### config.mk
export PLATFORM = sky130hd
export DESIGN_NAME = ps2_host_tx
export DESIGN_NICKNAME = d
export VERILOG_FILES = /design/src/rtl/ps2_host_tx_pkg.sv /design/src/rtl/ps2_line_sync.sv /design/src/rtl/ps2_host_tx.sv
export SDC_FILE = /design/constraint.sdc
export NUM_CORES = 1
export LEC_CHECK = 0
export BUFFER_PORTS_ARGS = -buffer_cell sky130_fd_sc_hd__buf_2
export CAP_MARGIN = 20
export CORE_MARGIN = 4
export CORE_UTILIZATION = 60
export CTS_BUF_LIST = sky130_fd_sc_hd__clkbuf_4 sky130_fd_sc_hd__clkbuf_8 sky130_fd_sc_hd__clkbuf_16
export DETAILED_ROUTE_END_ITERATION = 10
export GPL_ROUTABILITY_DRIVEN = 1
export PLACE_DENSITY = 0.76
export SYNTH_ARGS = -nofsm -noshare
export SYNTH_HDL_FRONTEND = slang
export SYNTH_SLANG_ARGS = --single-unit
### constraint.sdc
create_clock -name clk -period 2.2 [get_ports clk]
set_input_delay 0 -clock clk [delete_from_list [all_inputs] [get_ports clk]]
set_output_delay 0 -clock clk [all_outputs]
set_load 0.1 [all_outputs]
### src/rtl/ps2_host_tx_pkg.sv
// Shared PS/2 definitions: FSM encodings, default timing and frame geometry.
package ps2_host_tx_pkg;

  localparam int unsigned DEF_INHIBIT_CYCLES = 5000;
  localparam int unsigned DEF_TIMEOUT_CYCLES = 1000000;
  localparam int unsigned PS2_FRAME_BITS     = 11;
  localparam int unsigned PS2_DATA_BITS      = 8;

  typedef enum logic [2:0] {
    ST_IDLE      = 3'd0,
    ST_INHIBIT   = 3'd1,
    ST_START     = 3'd2,
    ST_SHIFT     = 3'd3,
    ST_ACK       = 3'd4,
    ST_WAIT_IDLE = 3'd5
  } ps2_state_e;

  typedef struct packed {
    logic                     parity;
    logic [PS2_DATA_BITS-1:0] data;
  } ps2_tx_payload_t;

  // Odd parity: parity bit makes the total count of ones in data+parity odd.
  function automatic logic odd_parity(input logic [PS2_DATA_BITS-1:0] d);
    return ~^d;
  endfunction

endpackage

### src/rtl/ps2_line_sync.sv
// Three-flop synchronizer for one open-drain PS/2 line with falling-edge detect.
module ps2_line_sync (
  input  logic clk,
  input  logic rst_n,
  input  logic line_i,
  output logic level_o,
  output logic fall_c_o
);

  logic [2:0] sync_q;

  // Two metastability stages plus one history stage, preset to the idle-high bus level
  always_ff @(posedge clk or negedge rst_n) begin
    if (!rst_n) begin
      sync_q <= 3'b111;
    end else begin
      sync_q <= {sync_q[1:0], line_i};
    end
  end

  assign level_o  = sync_q[1];
  assign fall_c_o = sync_q[2] & ~sync_q[1];

endmodule

### src/rtl/ps2_host_tx.sv
// PS/2 host-to-device transmitter: inhibit, request-to-send, shift out byte+parity, check ACK.
module ps2_host_tx
  import ps2_host_tx_pkg::*;
#(
  parameter int unsigned INHIBIT_CYCLES = DEF_INHIBIT_CYCLES,
  parameter int unsigned TIMEOUT_CYCLES = DEF_TIMEOUT_CYCLES
) (
  input  logic       clk,
  input  logic       clrn,
  input  logic       ps2_clk_in,
  input  logic       ps2_data_in,
  output logic       ps2_clk_oe,
  output logic       ps2_data_oe,
  input  logic       tx_start,
  input  logic [7:0] tx_byte,
  output logic       busy,
  output logic       done,
  output logic       ack_err,
  output logic       timeout
);

  localparam int unsigned INH_W = (INHIBIT_CYCLES > 1) ? $clog2(INHIBIT_CYCLES) : 1;
  localparam int unsigned WD_W  = (TIMEOUT_CYCLES > 1) ? $clog2(TIMEOUT_CYCLES) : 1;
  localparam int unsigned BIT_W = $clog2(PS2_FRAME_BITS + 1);

  logic clk_sync, clk_fall;
  logic data_sync, data_fall_unused;

  ps2_line_sync u_clk_sync (
    .clk      (clk),
    .rst_n    (clrn),
    .line_i   (ps2_clk_in),
    .level_o  (clk_sync),
    .fall_c_o (clk_fall)
  );

  ps2_line_sync u_data_sync (
    .clk      (clk),
    .rst_n    (clrn),
    .line_i   (ps2_data_in),
    .level_o  (data_sync),
    .fall_c_o (data_fall_unused)
  );

  ps2_state_e      state_q, state_d;
  logic [INH_W-1:0] inh_cnt_q, inh_cnt_d;
  logic [WD_W-1:0]  wd_q, wd_d;
  logic [BIT_W-1:0] bit_cnt_q, bit_cnt_d;
  ps2_tx_payload_t  frame_q, frame_d;
  logic clk_oe_q, clk_oe_d, data_oe_q, data_oe_d;
  logic busy_q, busy_d, done_q, done_d, ack_err_q, ack_err_d, timeout_q, timeout_d;
  logic wd_live;

  // Next-state and next-output decode; watchdog applies to every device-clocked state
  always_comb begin
    state_d   = state_q;
    inh_cnt_d = inh_cnt_q;
    wd_d      = '0;
    bit_cnt_d = bit_cnt_q;
    frame_d   = frame_q;
    clk_oe_d  = clk_oe_q;
    data_oe_d = data_oe_q;
    busy_d    = busy_q;
    done_d    = 1'b0;
    ack_err_d = ack_err_q;
    timeout_d = 1'b0;
    wd_live   = 1'b0;

    unique case (state_q)
      ST_IDLE: begin
        if (tx_start) begin
          frame_d.data   = tx_byte;
          frame_d.parity = odd_parity(tx_byte);
          busy_d         = 1'b1;
          ack_err_d      = 1'b0;
          clk_oe_d       = 1'b1;
          data_oe_d      = (INHIBIT_CYCLES < 2);
          inh_cnt_d      = '0;
          state_d        = ST_INHIBIT;
        end
      end
      ST_INHIBIT: begin
        inh_cnt_d = inh_cnt_q + INH_W'(1);
        if (INHIBIT_CYCLES >= 2 && inh_cnt_q == INH_W'(INHIBIT_CYCLES - 2)) begin
          data_oe_d = 1'b1;
        end
        if (inh_cnt_q == INH_W'(INHIBIT_CYCLES - 1)) begin
          clk_oe_d  = 1'b0;
          bit_cnt_d = '0;
          state_d   = ST_START;
        end
      end
      ST_START: begin
        wd_live = 1'b1;
        if (clk_fall) begin
          bit_cnt_d = BIT_W'(1);
          data_oe_d = ~frame_q.data[0];
          state_d   = ST_SHIFT;
        end
      end
      ST_SHIFT: begin
        wd_live = 1'b1;
        if (clk_fall) begin
          bit_cnt_d = bit_cnt_q + BIT_W'(1);
          if (bit_cnt_q < BIT_W'(PS2_DATA_BITS)) begin
            data_oe_d = ~frame_q.data[bit_cnt_q[2:0]];
          end else if (bit_cnt_q == BIT_W'(PS2_DATA_BITS)) begin
            data_oe_d = ~frame_q.parity;
          end else begin
            // Stop bit: release data so the device can drive the ACK
            data_oe_d = 1'b0;
            state_d   = ST_ACK;
          end
        end
      end
      ST_ACK: begin
        wd_live = 1'b1;
        if (clk_fall) begin
          bit_cnt_d = BIT_W'(PS2_FRAME_BITS);
          ack_err_d = data_sync;
          state_d   = ST_WAIT_IDLE;
        end
      end
      ST_WAIT_IDLE: begin
        wd_live = 1'b1;
        if (clk_sync && data_sync) begin
          done_d  = 1'b1;
          busy_d  = 1'b0;
          state_d = ST_IDLE;
        end
      end
      default: state_d = ST_IDLE;
    endcase

    if (wd_live) begin
      wd_d = clk_fall ? '0 : wd_q + WD_W'(1);
      if (!clk_fall && !done_d && wd_q == WD_W'(TIMEOUT_CYCLES - 1)) begin
        clk_oe_d  = 1'b0;
        data_oe_d = 1'b0;
        busy_d    = 1'b0;
        timeout_d = 1'b1;
        state_d   = ST_IDLE;
      end
    end
  end

  // State and registered outputs; reset releases both bus lines immediately
  always_ff @(posedge clk or negedge clrn) begin
    if (!clrn) begin
      state_q   <= ST_IDLE;
      inh_cnt_q <= '0;
      wd_q      <= '0;
      bit_cnt_q <= '0;
      frame_q   <= '0;
      clk_oe_q  <= 1'b0;
      data_oe_q <= 1'b0;
      busy_q    <= 1'b0;
      done_q    <= 1'b0;
      ack_err_q <= 1'b0;
      timeout_q <= 1'b0;
    end else begin
      state_q   <= state_d;
      inh_cnt_q <= inh_cnt_d;
      wd_q      <= wd_d;
      bit_cnt_q <= bit_cnt_d;
      frame_q   <= frame_d;
      clk_oe_q  <= clk_oe_d;
      data_oe_q <= data_oe_d;
      busy_q    <= busy_d;
      done_q    <= done_d;
      ack_err_q <= ack_err_d;
      timeout_q <= timeout_d;
    end
  end

  assign ps2_clk_oe  = clk_oe_q;
  assign ps2_data_oe = data_oe_q;
  assign busy        = busy_q;
  assign done        = done_q;
  assign ack_err     = ack_err_q;
  assign timeout     = timeout_q;

endmodule

======== After elaboration in Yosys (flattened, before gate mapping) ========
Cells that the tools add are included.
Widths: inputs -> output; s select.
storage, ports and cells
  bits in registers ....................... 60
  input bits .............................. 13
  output and inout bits ................... 6
  logic and storage cells ................. 102
cells by class
  add/subtract/negate cells ............... 3
  order comparisons ....................... 2
  equality and inequality tests ........... 14
  muxes and demuxes ....................... 49
  bitwise logic cells ..................... 5
  reductions and logical operators ........ 15
operators with widths
  operator               count
  $mux 20                2
  $mux 3                 10
  $eq 13x13->1 const B   2
  $pmux 13 s2            1
  $mux 1                 24
  $add 20x1->20 const B  1
  $eq 20x20->1 const B   1
  $pmux 3 s6             1
  $mux 4                 4
  $pmux 4 s4             1
  $add 13x1->13 const B  1
  $mux 13                1
  $ne 2x2->1 const B     5
  $reduce_xnor 8->1      1
  $eq 3x2->1 const B     2
  $eq 3x3->1 const B     2
  $pmux 1 s2             3
  $reduce_and 5->1       1
  $add 4x1->4 const B    1
  $eq 4x4->1 const B     1
  $lt 3x4->1 const B     1
  $lt 4x4->1 const B     1
  $not 1->1              4
  $pmux 1 s4             1
  other kinds (11)       16

======== Longest topological paths before layout ========
  depth after elaboration ................. 8
  depth in mapped cells ................... 7
  mapped depth without buffers ............ 7

======== Hierarchy ========
From an unflattened synthesis, not the netlist that was laid out.
unflattened totals
  cells, all modules ...................... 315
  area total of the unflattened synthesis .. 3,200.6 sq um
modules (own cells, without submodules)
  module         instances  cells each  area each (sq um)  sequential area each (sq um)
  ps2_host_tx    1          307         3,015.4            1,376.3
  ps2_line_sync  2          4           92.6               78.8

======== Least setup slack after synthesis ========
OpenSTA, ideal clock, no wires.
  path type ............................... register to register
  start point ............................. register bit_cnt_q[0]
  end point ............................... register data_oe_q, in the netlist ps2_data_oe
  setup time .............................. 0.087 ns
  arrival ................................. 1.850 ns
  required time ........................... 2.113 ns
  path slack .............................. 0.262 ns
  cell stages (with the launch flop) ...... 5
  path buffers ............................ 0
  clock period less this slack ............ 1.938 ns
  cells stage by stage .................... dfrtp_1 > mux4_1 > mux2_2 > or4_4 > a211oi_2
on the way
  longest elaborated chain between the ends .. 8
  elaborated cells on any way between the ends .. 11
  those cells by class .................... order compare: 1; eq/ne: 1; mux: 8; bitwise: 1
RTL lines
  element                       line                text
  start: declaration            ps2_host_tx.sv:48   logic [BIT_W-1:0] bit_cnt_q, bit_cnt_d;
  start signal: assignment      ps2_host_tx.sv:165  bit_cnt_q <= bit_cnt_d;
  $bmux 1 s3                    ps2_host_tx.sv:106  data_oe_d = ~frame_q.data[bit_cnt_q[2:0]];
  $mux 1 (implied by the code)  ps2_host_tx.sv:106
  $not 1->1                     ps2_host_tx.sv:106
  $mux 1 *                      ps2_host_tx.sv:105  if (bit_cnt_q < BIT_W'(PS2_DATA_BITS)) begin
  $mux 1 *                      ps2_host_tx.sv:103  if (clk_fall) begin
  $pmux 1 s4 *                  ps2_host_tx.sv:69   unique case (state_q)
  $mux 1                        ps2_host_tx.sv:137  if (!clk_fall && !done_d && wd_q == WD_W'(TIMEOUT_CYCLES - 1)) begin
  $mux 1 *                      ps2_host_tx.sv:135  if (wd_live) begin
  net data_oe_d                 ps2_host_tx.sv:50   logic clk_oe_q, clk_oe_d, data_oe_q, data_oe_d;
  end signal: assignment        ps2_host_tx.sv:168  data_oe_q <= data_oe_d;
  end: declaration              ps2_host_tx.sv:50
Mark *: on every way through the listed nets, which the timed path passes. The rest lies on a longest branch. The select of a mux whose other input is x is not followed.
A chain may end at the register's enable or synchronous reset.

======== Final worst setup path ========
Ends and elaborated chain as after synthesis.

==> results_dict.tcl <==
set metrics [dict create \
    status "complete, no violations" \
    post-route-period-util_pct 93.07 \
    hold_start "tx_start" \
    cts-resized-gates 0 \
    crit_start "bit_cnt_q[0]" \
    power_frac_comb_pct 3.7 \
    cp-start-kind "register" \
    drt_wl_total_um 6498 \
    crit_required_ns 2.46 \
    max_slew.worst_pin.slew_ns 0.7420 \
    drt_iter0_markers 145 \
    clkTransAtPathRegs_ns 0.07 \
    initial_core_util_pct 63.64 \
    io_pins 19 \
    clock_skew_ns 0.005567 \
    avgSynthCellArea_um2 10.08 \
    dieArea_um2 6391 \
    timing.fmax_mhz 488.4 \
    holdPathStages 4 \
    grt_pass1_wl_um 11580 \
    core-area_um2 4880 \
    root_buffer "clkbuf_8" \
    ff2ff_setup_slack_ns 0.15 \
    cts_tree "done" \
    wire_per_inst_um 15.51 \
    cp-end-kind "register" \
    ir_worst_vdd_v 0.0005263 \
    die_h_um 79.95 \
    cp_slowest_cell "mux4_1" \
    hold_end "ps2_clk_oe" \
    rsz0062_at_grt "false" \
    swShare_pct 21.51 \
    cp.arrival_ns 2.31 \
    grt_pass1_vias 2493 \
    fin_nets 368 \
    synth_warnings 0 \
    cts_buffers 9 \
    reg2reg_to "ps2_data_oe" \
    fp.dieW_um 79.95 \
    setup_viol 0 \
    detail-route-antenna-nets 0 \
    vias 2405 \
    n_fill_cell 347 \
    hold_path_class "input port to register" \
    synthArstFlopShare_pct 100.0 \
    period_minus_slack_ns 2.048 \
    dr.pass1.iters 4 \
    r2r-start "bit_cnt_q[0]" \
    power_switching_mw 0.4934 \
    synth_ff_type "dfrtp_1" \
    synth.distinct_cells 57 \
    rows 25 \
    timing.setup.tns_ns 0 \
    internal_power_mw 1.801 \
    setup.worst_path.class "register to register" \
    reg2regPathDepth 4 \
    synth_seq_cells 60 \
    pwr-share-seq_pct 48.6 \
    finalHoldViolations 0 \
    clock_latency_ns 0.35 \
    diodes 0 \
    cp_num_buf_inv 0 \
    critPathMaxStageDelay_ns 0.57 \
    final_util_pct 74.18 \
    gr-total-overflow 0 \
    antenna_found_initial 0 \
    ff_latch_area_um2 1508 \
    clockPowerShare_pct 47.7 \
    drive_gt1_share_pct 16.76 \
    crit_path_max_fanout 6 \
    slew_violations 0 \
    path_delay_family "multiplexers" \
    routed_via_density 5.740 \
    multi_input_area_um2 1521 \
    synth_area_um2 3105 \
    dp_hpwl_um 4384 \
    track_usage_pct 23.94 \
    slew_headroom_pct 50.53 \
    place_congestion 0.9020 \
    drc 0 \
    grt_max_degree 35 \
    port_buffers 18 \
    powerDensity_nw_per_um2 633.8 \
    path_cells "mux4_1, mux2_2, or4_4, a211oi_2" \
    h-tree-depth 3 \
    syn_nets 329 \
    synth_cells 308 \
    yosysSeqAreaShare_pct 48.55 \
    synth-edff-count 0 \
    cts_buffer_depth 2 \
    p_leak_nw 1.557 \
    area_delta_synth_final_pct 16.56 \
    cap_violations 0 \
    cts.sinks 60 \
]
-- cell type report --
cell class	count	share of cell area [%]
multi-input cells	230	42.03
flip-flops and latches	60	41.65
inverters	11	1.141
clock buffers	10	3.629
clock inverters	6	2.454
repair buffers	35	6.775
well taps	67	2.316
-- worst reg2reg max path, stage by stage, from the launching register on --
cell	delay [ns]
dfrtp_1	0.45
mux4_1	0.57
mux2_2	0.27
or4_4	0.48
a211oi_2	0.19
-- sequential cells by signal, summed over array words and instances, names as in the netlist --
| register | flops |
|---|---|
| ack_err | 1 |
| frame_q | 9 |
| bit_cnt_q | 4 |
| ps2_data_oe | 1 |
| u_data_sync.sync_q | 2 |
| busy | 1 |
| ps2_clk_oe | 1 |
| timeout | 1 |
| wd_q | 20 |
| done | 1 |
| u_clk_sync.sync_q | 3 |
| state_q | 3 |
| inh_cnt_q | 13 |
-- logic make-up (layout without fill, tap and decap cells) --
group           Yosys count  after routing  synth area share [%]
compound gates           59             59                 11.56
xor+xnor                 24             24                 6.769
fa+ha+maj                 8              8                 3.223
buf+inv                  18             62                 2.457
flops                    60             60                 48.55
mux                      13             13                 5.600
simple gates            126            126                 21.84
-- per-stage QoR --
stage               worst slack, ns  std cells  area [um2]  hold WS [ns]  power, mW
finish                       0.1524        419        3620       0.08494      2.294
global route                0.01138        419        3620       0.08978      2.379
CTS                          0.1698        419        3620       0.06239      2.319
detailed placement           0.2012        392        3289        0.1018      1.206
global placement             0.2323        392        3289        0.1053      1.204
floorplan                    0.2624        308        3105       -0.2956      1.162
-- what timing repair did --
action / CTS / global route
buffers inserted: 0 / 0
hold buffers: 11 / 0
hold endpoints to repair: 39 / 0
-- synth_stat cells, types with 2 or more instances --
master,count,area [um2]
nand2_1,22,82.58
nand3b_1,2,15.01
and2_1,2,12.51
nor4_1,2,12.51
xnor2_1,13,113.9
a21o_1,3,22.52
a22oi_1,2,15.01
nor2_1,33,123.9
a21oi_1,8,40.04
a31oi_1,3,18.77
nor2b_1,3,18.77
nor3_1,11,55.05
o211ai_1,3,22.52
dfstp_2,5,131.4
xor2_1,11,96.34
nand2b_1,3,18.77
inv_1,8,30.03
dfrtp_1,55,1376
clkbuf_1,4,15.01
o21ai_0,12,60.06
ha_1,8,100.1
nor4bb_1,2,20.02
o21ai_1,18,90.09
nand4_1,8,50.05
mux2i_1,2,20.02
o31ai_1,2,15.01
nand3_1,18,90.09
a311oi_1,2,17.52
mux2_1,8,90.09
and3_1,4,25.02
or3_1,2,12.51
inv_2,3,11.26
mux4_1,2,52.55
-- worst max path at each step --
stage                         endpoint  depth (start not counted)
after floorplan            ps2_data_oe                          4
after global placement     ps2_data_oe                          4
after detailed placement   ps2_data_oe                          4
after CTS                  ps2_data_oe                          4
after global routing      inh_cnt_q[2]                          5
final                      ps2_data_oe                          4
-- metal layers --
layer  track usage (%)  vias to the layer above  part of all wire, %
met5                 0                        -                    0
met4             9.291                        0                  2.6
met3             7.449                       18                  4.0
met2             38.66                       43                   48
met1             29.97                     1161                   46
li1                  -                     1183                    -
-- power groups by stage --
stage	combinational [mW]	sequential, mW	clock [mW]
CTS	0.0862	1.11	1.12
global placement	0.0696	1.13	0
finish	0.0855	1.11	1.09
detailed placement	0.0713	1.13	0
global route	0.0966	1.11	1.17
floorplan	0.0280	1.13	0
-- layout by cell type (no fill, tap or decap), types with 12 or more instances in the layout --
| master | synthesis | final |
|---|---|---|
| dfrtp_1 | 55 | 55 |
| nor2_1 | 33 | 33 |
| nand2_1 | 22 | 22 |
| nand3_1 | 18 | 18 |
| o21ai_1 | 18 | 18 |
| buf_2 | 1 | 18 |
| xnor2_1 | 13 | 13 |
| o21ai_0 | 12 | 12 |
Power figures use the tool's default switching activity.
